<file path="src/rtl/imem_loader.sv">
// Packs a valid/ready byte stream into little-endian 32-bit words and writes them to imem from a latched base.
// Latency: first byte_ready 1 cycle after start; 4 collect cycles + 1 write cycle per word, done 1 cycle after the last write.
// Backpressure: byte_ready only in COLLECT; a silent source stalls the load indefinitely, abort cancels it.
module imem_loader #(
  parameter int ADDR_W    = 16,
  parameter int MEM_DEPTH = 1024
) (
  input  logic              clk,
  input  logic              rst,
  input  logic              start,
  input  logic [ADDR_W-1:0] base_addr,
  input  logic [ADDR_W-1:0] length,
  input  logic              abort,
  input  logic [7:0]        byte_data,
  input  logic              byte_valid,
  output logic              byte_ready,
  output logic              wr_en,
  output logic [ADDR_W-1:0] wr_addr,
  output logic [31:0]       wr_data,
  output logic              busy,
  output logic              cpu_hold,
  output logic              done,
  output logic              err
);

  typedef enum logic [1:0] {IDLE, COLLECT, WRITE, DONE} state_t;

  state_t            state, state_nxt;
  logic [ADDR_W-1:0] base_q, len_q, word_idx, addr_q;
  logic [1:0]        byte_idx;
  logic [31:0]       word_q, data_q;
  logic              err_q;
  logic [ADDR_W:0]   end_addr;
  logic              range_bad, xfer, wr_fire, last_word;

  // End address is one bit wider than the port so base+length cannot wrap.
  assign end_addr  = {1'b0, base_addr} + {1'b0, length};
  assign range_bad = end_addr > (ADDR_W+1)'(MEM_DEPTH);
  assign xfer      = (state == COLLECT) && byte_valid && !abort;
  assign wr_fire   = (state == WRITE) && !abort;
  assign last_word = (word_idx + ADDR_W'(1)) == len_q;

  always_ff @(posedge clk or negedge rst) begin
    if (!rst) begin
      state    <= IDLE;
      base_q   <= '0;
      len_q    <= '0;
      word_idx <= '0;
      byte_idx <= '0;
      word_q   <= '0;
      addr_q   <= '0;
      data_q   <= '0;
      err_q    <= 1'b0;
    end else begin
      state <= state_nxt;
      case (state)
        IDLE: begin
          if (start) begin
            base_q   <= base_addr;
            len_q    <= length;
            err_q    <= (length != '0) && range_bad;
            word_idx <= '0;
            byte_idx <= '0;
          end
        end
        COLLECT: begin
          if (abort) begin
            byte_idx <= '0;
          end else if (xfer) begin
            word_q[{byte_idx, 3'b000} +: 8] <= byte_data;
            byte_idx                        <= byte_idx + 2'd1;
          end
        end
        WRITE: begin
          // Capture what was presented so the port holds it once wr_en drops.
          if (wr_fire) begin
            addr_q   <= base_q + word_idx;
            data_q   <= word_q;
            word_idx <= word_idx + ADDR_W'(1);
            byte_idx <= '0;
          end
        end
        default: ;
      endcase
    end
  end

  always_comb begin
    state_nxt  = state;
    byte_ready = 1'b0;
    wr_en      = 1'b0;
    busy       = 1'b0;
    done       = 1'b0;
    wr_addr    = addr_q;
    wr_data    = data_q;
    case (state)
      IDLE: begin
        if (start) begin
          if (length == '0 || range_bad) state_nxt = DONE;
          else                           state_nxt = COLLECT;
        end
      end
      COLLECT: begin
        byte_ready = 1'b1;
        busy       = 1'b1;
        if (abort)                          state_nxt = IDLE;
        else if (xfer && byte_idx == 2'd3)  state_nxt = WRITE;
      end
      WRITE: begin
        busy = 1'b1;
        if (abort) begin
          state_nxt = IDLE;
        end else begin
          wr_en     = 1'b1;
          wr_addr   = base_q + word_idx;
          wr_data   = word_q;
          state_nxt = last_word ? DONE : COLLECT;
        end
      end
      DONE: begin
        done      = 1'b1;
        state_nxt = IDLE;
      end
      default: state_nxt = IDLE;
    endcase
  end

  assign cpu_hold = busy;
  assign err      = err_q;

endmodule

</file>
<file path="config.mk">
export PLATFORM = sky130hd
export DESIGN_NAME = imem_loader
export DESIGN_NICKNAME = d
export VERILOG_FILES = /design/src/rtl/imem_loader.sv
export SDC_FILE = /design/constraint.sdc
export NUM_CORES = 1
export LEC_CHECK = 0
export CAP_MARGIN = 10
export CORE_MARGIN = 1.5
export CORE_UTILIZATION = 42
export DETAILED_ROUTE_END_ITERATION = 8
export PLACE_DENSITY = 0.62
export SLEW_MARGIN = 5
export SYNTH_ARGS = -nofsm -noshare
export SYNTH_HDL_FRONTEND = slang
export SYNTH_SLANG_ARGS = --single-unit
export TNS_END_PERCENT = 100
</file>
<file path="constraint.sdc">
create_clock -name clk -period 7.1 [get_ports clk]
set_input_delay 0.71 -clock clk [delete_from_list [all_inputs] [get_ports clk]]
set_output_delay 0.71 -clock clk [all_outputs]
set_load 0.01 [all_outputs]
</file>
## Word level (Yosys, flattened, before mapping)

Index checks and enable logic that the tools add are counted.

| operators by class | value |
|---|---|
| equality and inequality tests | 9 |
| reduce and logical (&&, ||, !) cells | 19 |
| $add $sub $neg | 5 |
| order comparisons | 1 |
| multiplexer cells | 25 |
| bitwise gates (word level) | 1 |
| shifts and indexed selects | 2 |

Operators with widths:

| operator | count |
|---|---|
| $mux 16 | 4 |
| $mux 32 | 2 |
| $bwmux 32 | 1 |
| $pmux 16 s2 | 1 |
| $shift 8x7->32 const A | 1 |
| $shiftx 8x7->32 | 1 |
| $mux 2 | 10 |
| $add 16x16->17 | 1 |
| $gt 17x11->1 const B | 1 |
| $add 16x1->16 const B | 1 |
| $add 16x16->16 | 1 |
| $eq 16x16->1 | 1 |
| $logic_not 16->1 | 1 |
| $reduce_bool 16->1 | 1 |
| $pmux 2 s4 | 1 |
| $neg 5->7 | 1 |
| $eq 2x2->1 const B | 3 |
| $pmux 2 s3 | 1 |
| $reduce_and 2->1 | 3 |
| $reduce_and 3->1 | 2 |
| $logic_and 1x1->1 | 5 |
| $mux 1 | 5 |
| $ne 2x2->1 const B | 2 |
| $reduce_and 4->1 | 1 |
| 11 further kinds | 11 |

| storage, ports and cells | value |
|---|---|
| input bits | 45 |
| word-level logic and storage cells | 71 |
| output and inout port bits | 54 |
| flip-flop bits (word level) | 133 |

## Depth between registers and ports, before layout

| depth | value |
|---|---|
| depth in word-level cells | 7 |
| mapped depth | 11 |
| depth with buffers taken out | 11 |

## Worst setup path before layout

Ideal clock, no wire load.

| timing path | value |
|---|---|
| kind | reg2out |
| from | register word_idx[0] |
| to | output port wr_addr[14] |
| data arrival time | 2.390 ns |
| path buffers | 0 |
| stages on the path, launching flop included | 12 |
| required time | 6.390 ns |
| path slack | 4.000 ns |
| cell sequence | dfrtp_1 ha_1 inv_1 fa_1 nor2b_1 o21ai_1 a21oi_1 o41a_1 a211o_1 a31oi_1 xor2_1 o21ai_0 |

| between the ends | value |
|---|---|
| cells in the longest elaborated chain, start to end | 3 |

RTL lines:

| item | RTL line | RTL |
|---|---|---|
| start, declared | 29 | `logic [ADDR_W-1:0] base_q, len_q, word_idx, addr_q;` |
| start signal, assigned | 79 | `word_idx <= word_idx + ADDR_W'(1);` |
| $add 16x16->16 | 115 | `wr_addr = base_q + word_idx;` |
| $mux 16 | 111 | `if (abort) begin` |
| $mux 16 | 96 | `case (state)` |
| end, declared | 18 | `output logic [ADDR_W-1:0] wr_addr,` |

Every way passes these cells.

## Worst setup path in the final report

Same ends and word-level chain as after synthesis.

==> results.md <==
* Outcome: finished, final reports clean
* WP data arrival at 3.47 ns
* ANT cells at 0
* Ys flop type: dfrtp_1
* Post-Layout Cell Count at 1165
* Setup_tns at 0 ns
* CTS max path bufs at 2
* YS warnings at 0
* Tightest Pin Transition at 1.22 ns
* # IOs at a little under 100
* Reg-to-reg critical path endpoint: state[1]
* HPWL after detailed placement at 13.1 mm
* DRC viols at 0
* Number of synthesized flops with an enable pin at 0
* Clock Tree Root: clkbuf_16
* Pins over their slew limit at 0
* Synth Register Bits at between 100 and 150
* Commonest cells after routing, fill and taps aside: nand2_1, dfrtp_1, clkdlybuf4s50_1
* Layout area overhead at 23.6%
* Post-CTS Hold Buffers at 0
* GRT Overall Usage at 0.207
* Post-synth cell types at 65
* Largest net degree at the start of global routing at 80
* Crit. End Element: output pin
* Syn Nets at 926
* Pwr/cell area at roughly 340 mW/mm²
* Worst setup path category: reg2out
* Total vias in the final route at 5996
* Gate Count Post-Synth at 836
* Routed WL at between 15 and 20 mm
* Leak at 4.31 nW
* Post_cts resized at 0
* Initial antenna violation count at 0
* Chip Height at ~140 µm
* Number of global-route vias before repair at around 5800
* CTS Buf Count at 17
* Fmax at 239 MHz
* First-pass GRT wire length at 29.7 mm
* Worst r2r path cells at 10
* Crit Path Max Fanout at 7
* RD Place Congestion at 0.813
* Maxcap violations at 0
* VDD IR max at roughly 0.00019 V
* DR WL/cell at 15.3 µm
* Layout cells sized above 1 at 0.0862
* Slew headroom at 0.184
* Register area share after synthesis at 0.445
* Num rows at between 40 and 50
* Commonest non-fill, non-tap cell in the layout: nand2_1
* Die area at 0.0186 mm²
* Fillers at between 1500 and 2000
* Flop-to-flop setup slack at 4.00 ns
* Skew-Pair Late Insertion Delay at 0.43 ns
* Post-Syn Area per Cell at 8.94 µm²
* Critical Path Start Type: flop
* H-tree Lvls at 4
* Remaining antenna violation count after routing at 0
* Cells after DPL at 1133
* Synth area leader: dfrtp_1
* Top-area cell type share of the netlist area at 0.445
* # port buffers at 98
* Period minus WS final at 4.18 ns
* Grt total ovfl at 0
* Reg2reg start: state[0]
* Worst-path clk slew at 0.07 ns
* Layout Nets at a little over 1000
* Final Hold Viols at 0
* CTS tree: done
* Initial Util at 0.431
* RSZ-0062 raised after global routing: false
* Hold crit path type: in2async
* Req. time, crit path at 6.39 ns
* Routed vias/inst at 5.15
* Clock sink count at 133
* DR iter-0 viols at 392
* Cell Area, Synth at 0.00748 mm²
* Die Wd at 136 µm
* TritonRoute pass-1 iters at 5
* Core area at 0.0174 mm²
* Period utilisation layout at 0.588
* Setup Buffers After CTS at 0
* Clock skew at between 0.01 and 0.015 ns
* Asr flop ratio synth at 1.00
* Synth area leaders: dfrtp_1, nand2_1, ha_1, o21ai_0, mux2_2
* Final setup viols at 0
==> logic make-up after synthesis <==
family	after synthesis	synth area share
compound gates	177	0.140
xor+xnor	40	0.0469
fa+ha+maj	45	0.0773
buf+inv	47	0.0246
flops	133	0.445
mux	38	0.0569
simple gates	356	0.209
==> where the power goes <==
group | internal (W) | switching (W) | total (W)
clock network | 0.000528 | 0.000369 | 0.000897
logic | 0.000553 | 0.000604 | 0.00116
registers | 0.000950 | 0.000145 | 0.00110
==> critical path, stage by stage (launching register included) <==
cell             delay [ns]
dfrtp_1                0.49
ha_1                   0.26
inv_1                  0.08
fa_1                   0.20
nor2b_1                0.05
o21ai_1                0.17
a21oi_1                0.11
o41a_1                 0.40
a211o_1                0.29
a31oi_1                0.20
xor2_1                 0.10
o21ai_0                0.14
clkdlybuf4s50_1        0.56
==> stage by stage <==
step                      hold slack (ns)  power [W]  utilization  instance area (µm²)  setup slack, ns
final                               0.290    0.00315        0.533                 9250             2.92
after global routing                0.349    0.00336        0.533                 9250             2.73
after CTS                           0.340    0.00317        0.533                 9250             2.90
after detailed placement            0.456    0.00227        0.498                 8650             3.25
after global placement              0.450    0.00225        0.498                 8650             3.37
after floorplan                     0.414    0.00182            -                 7480             4.00
==> layout make-up <==
| cell class | instances | area, µm² | share of cell area |
|---|---|---|---|
| sequential | 133 | 3330 | 0.360 |
| timing repair buffer | 101 | 1000 | 0.109 |
| tap | 225 | 282 | 0.0305 |
| clock buffer | 18 | 429 | 0.0464 |
| multi-input combinational | 656 | 3970 | 0.429 |
| inverter | 18 | 67.6 | 0.00731 |
| clock inverter | 14 | 166 | 0.0180 |
==> cells in the mapped netlist, types with 6 or more instances <==
cell      number
nor3_1        12
clkbuf_1      20
xor2_1        16
o21ai_0       96
nand2_1      240
o31ai_1        7
dfrtp_1      133
a21oi_1       22
nor2_1        37
nand4_1        7
ha_1          43
and3_1         6
nand3_1       13
nor4_1         8
a21o_1         9
xnor2_1       24
nand2b_1       6
mux2_2        32
a211oi_1       6
inv_1         17
==> sequential cells by signal, indices dropped and copies added (netlist names) <==
| register | count |
|---|---|
| byte_idx | 2 |
| len_q | 16 |
| state | 2 |
| err | 1 |
| data_q | 32 |
| word_q | 32 |
| addr_q | 16 |
| word_idx | 16 |
| base_q | 16 |
==> routing by layer <==
layer	routed length [µm]	vias to the layer above	share of wire	global-route usage
li1	-	3081	-	-
met1	9390	2794	0.53	0.312
met3	676	10	0.038	0.0425
met5	0	-	0	0
met4	116	0	0.0065	0.0567
met2	7660	111	0.43	0.298
==> how the worst max path moves through the flow <==
stage                 from          end  slack, ns
3_3_place_gp   word_idx[0]  wr_addr[14]       3.37
3_5_place_dp     length[0]     state[1]       3.25
2_1_floorplan  word_idx[0]  wr_addr[14]       4.00
6_report       word_idx[0]  wr_addr[14]       2.92
5_1_grt        word_idx[0]  wr_addr[14]       2.73
4_1_cts        word_idx[2]  wr_addr[15]       2.90
No activity file was read; power rests on OpenSTA's default activity.
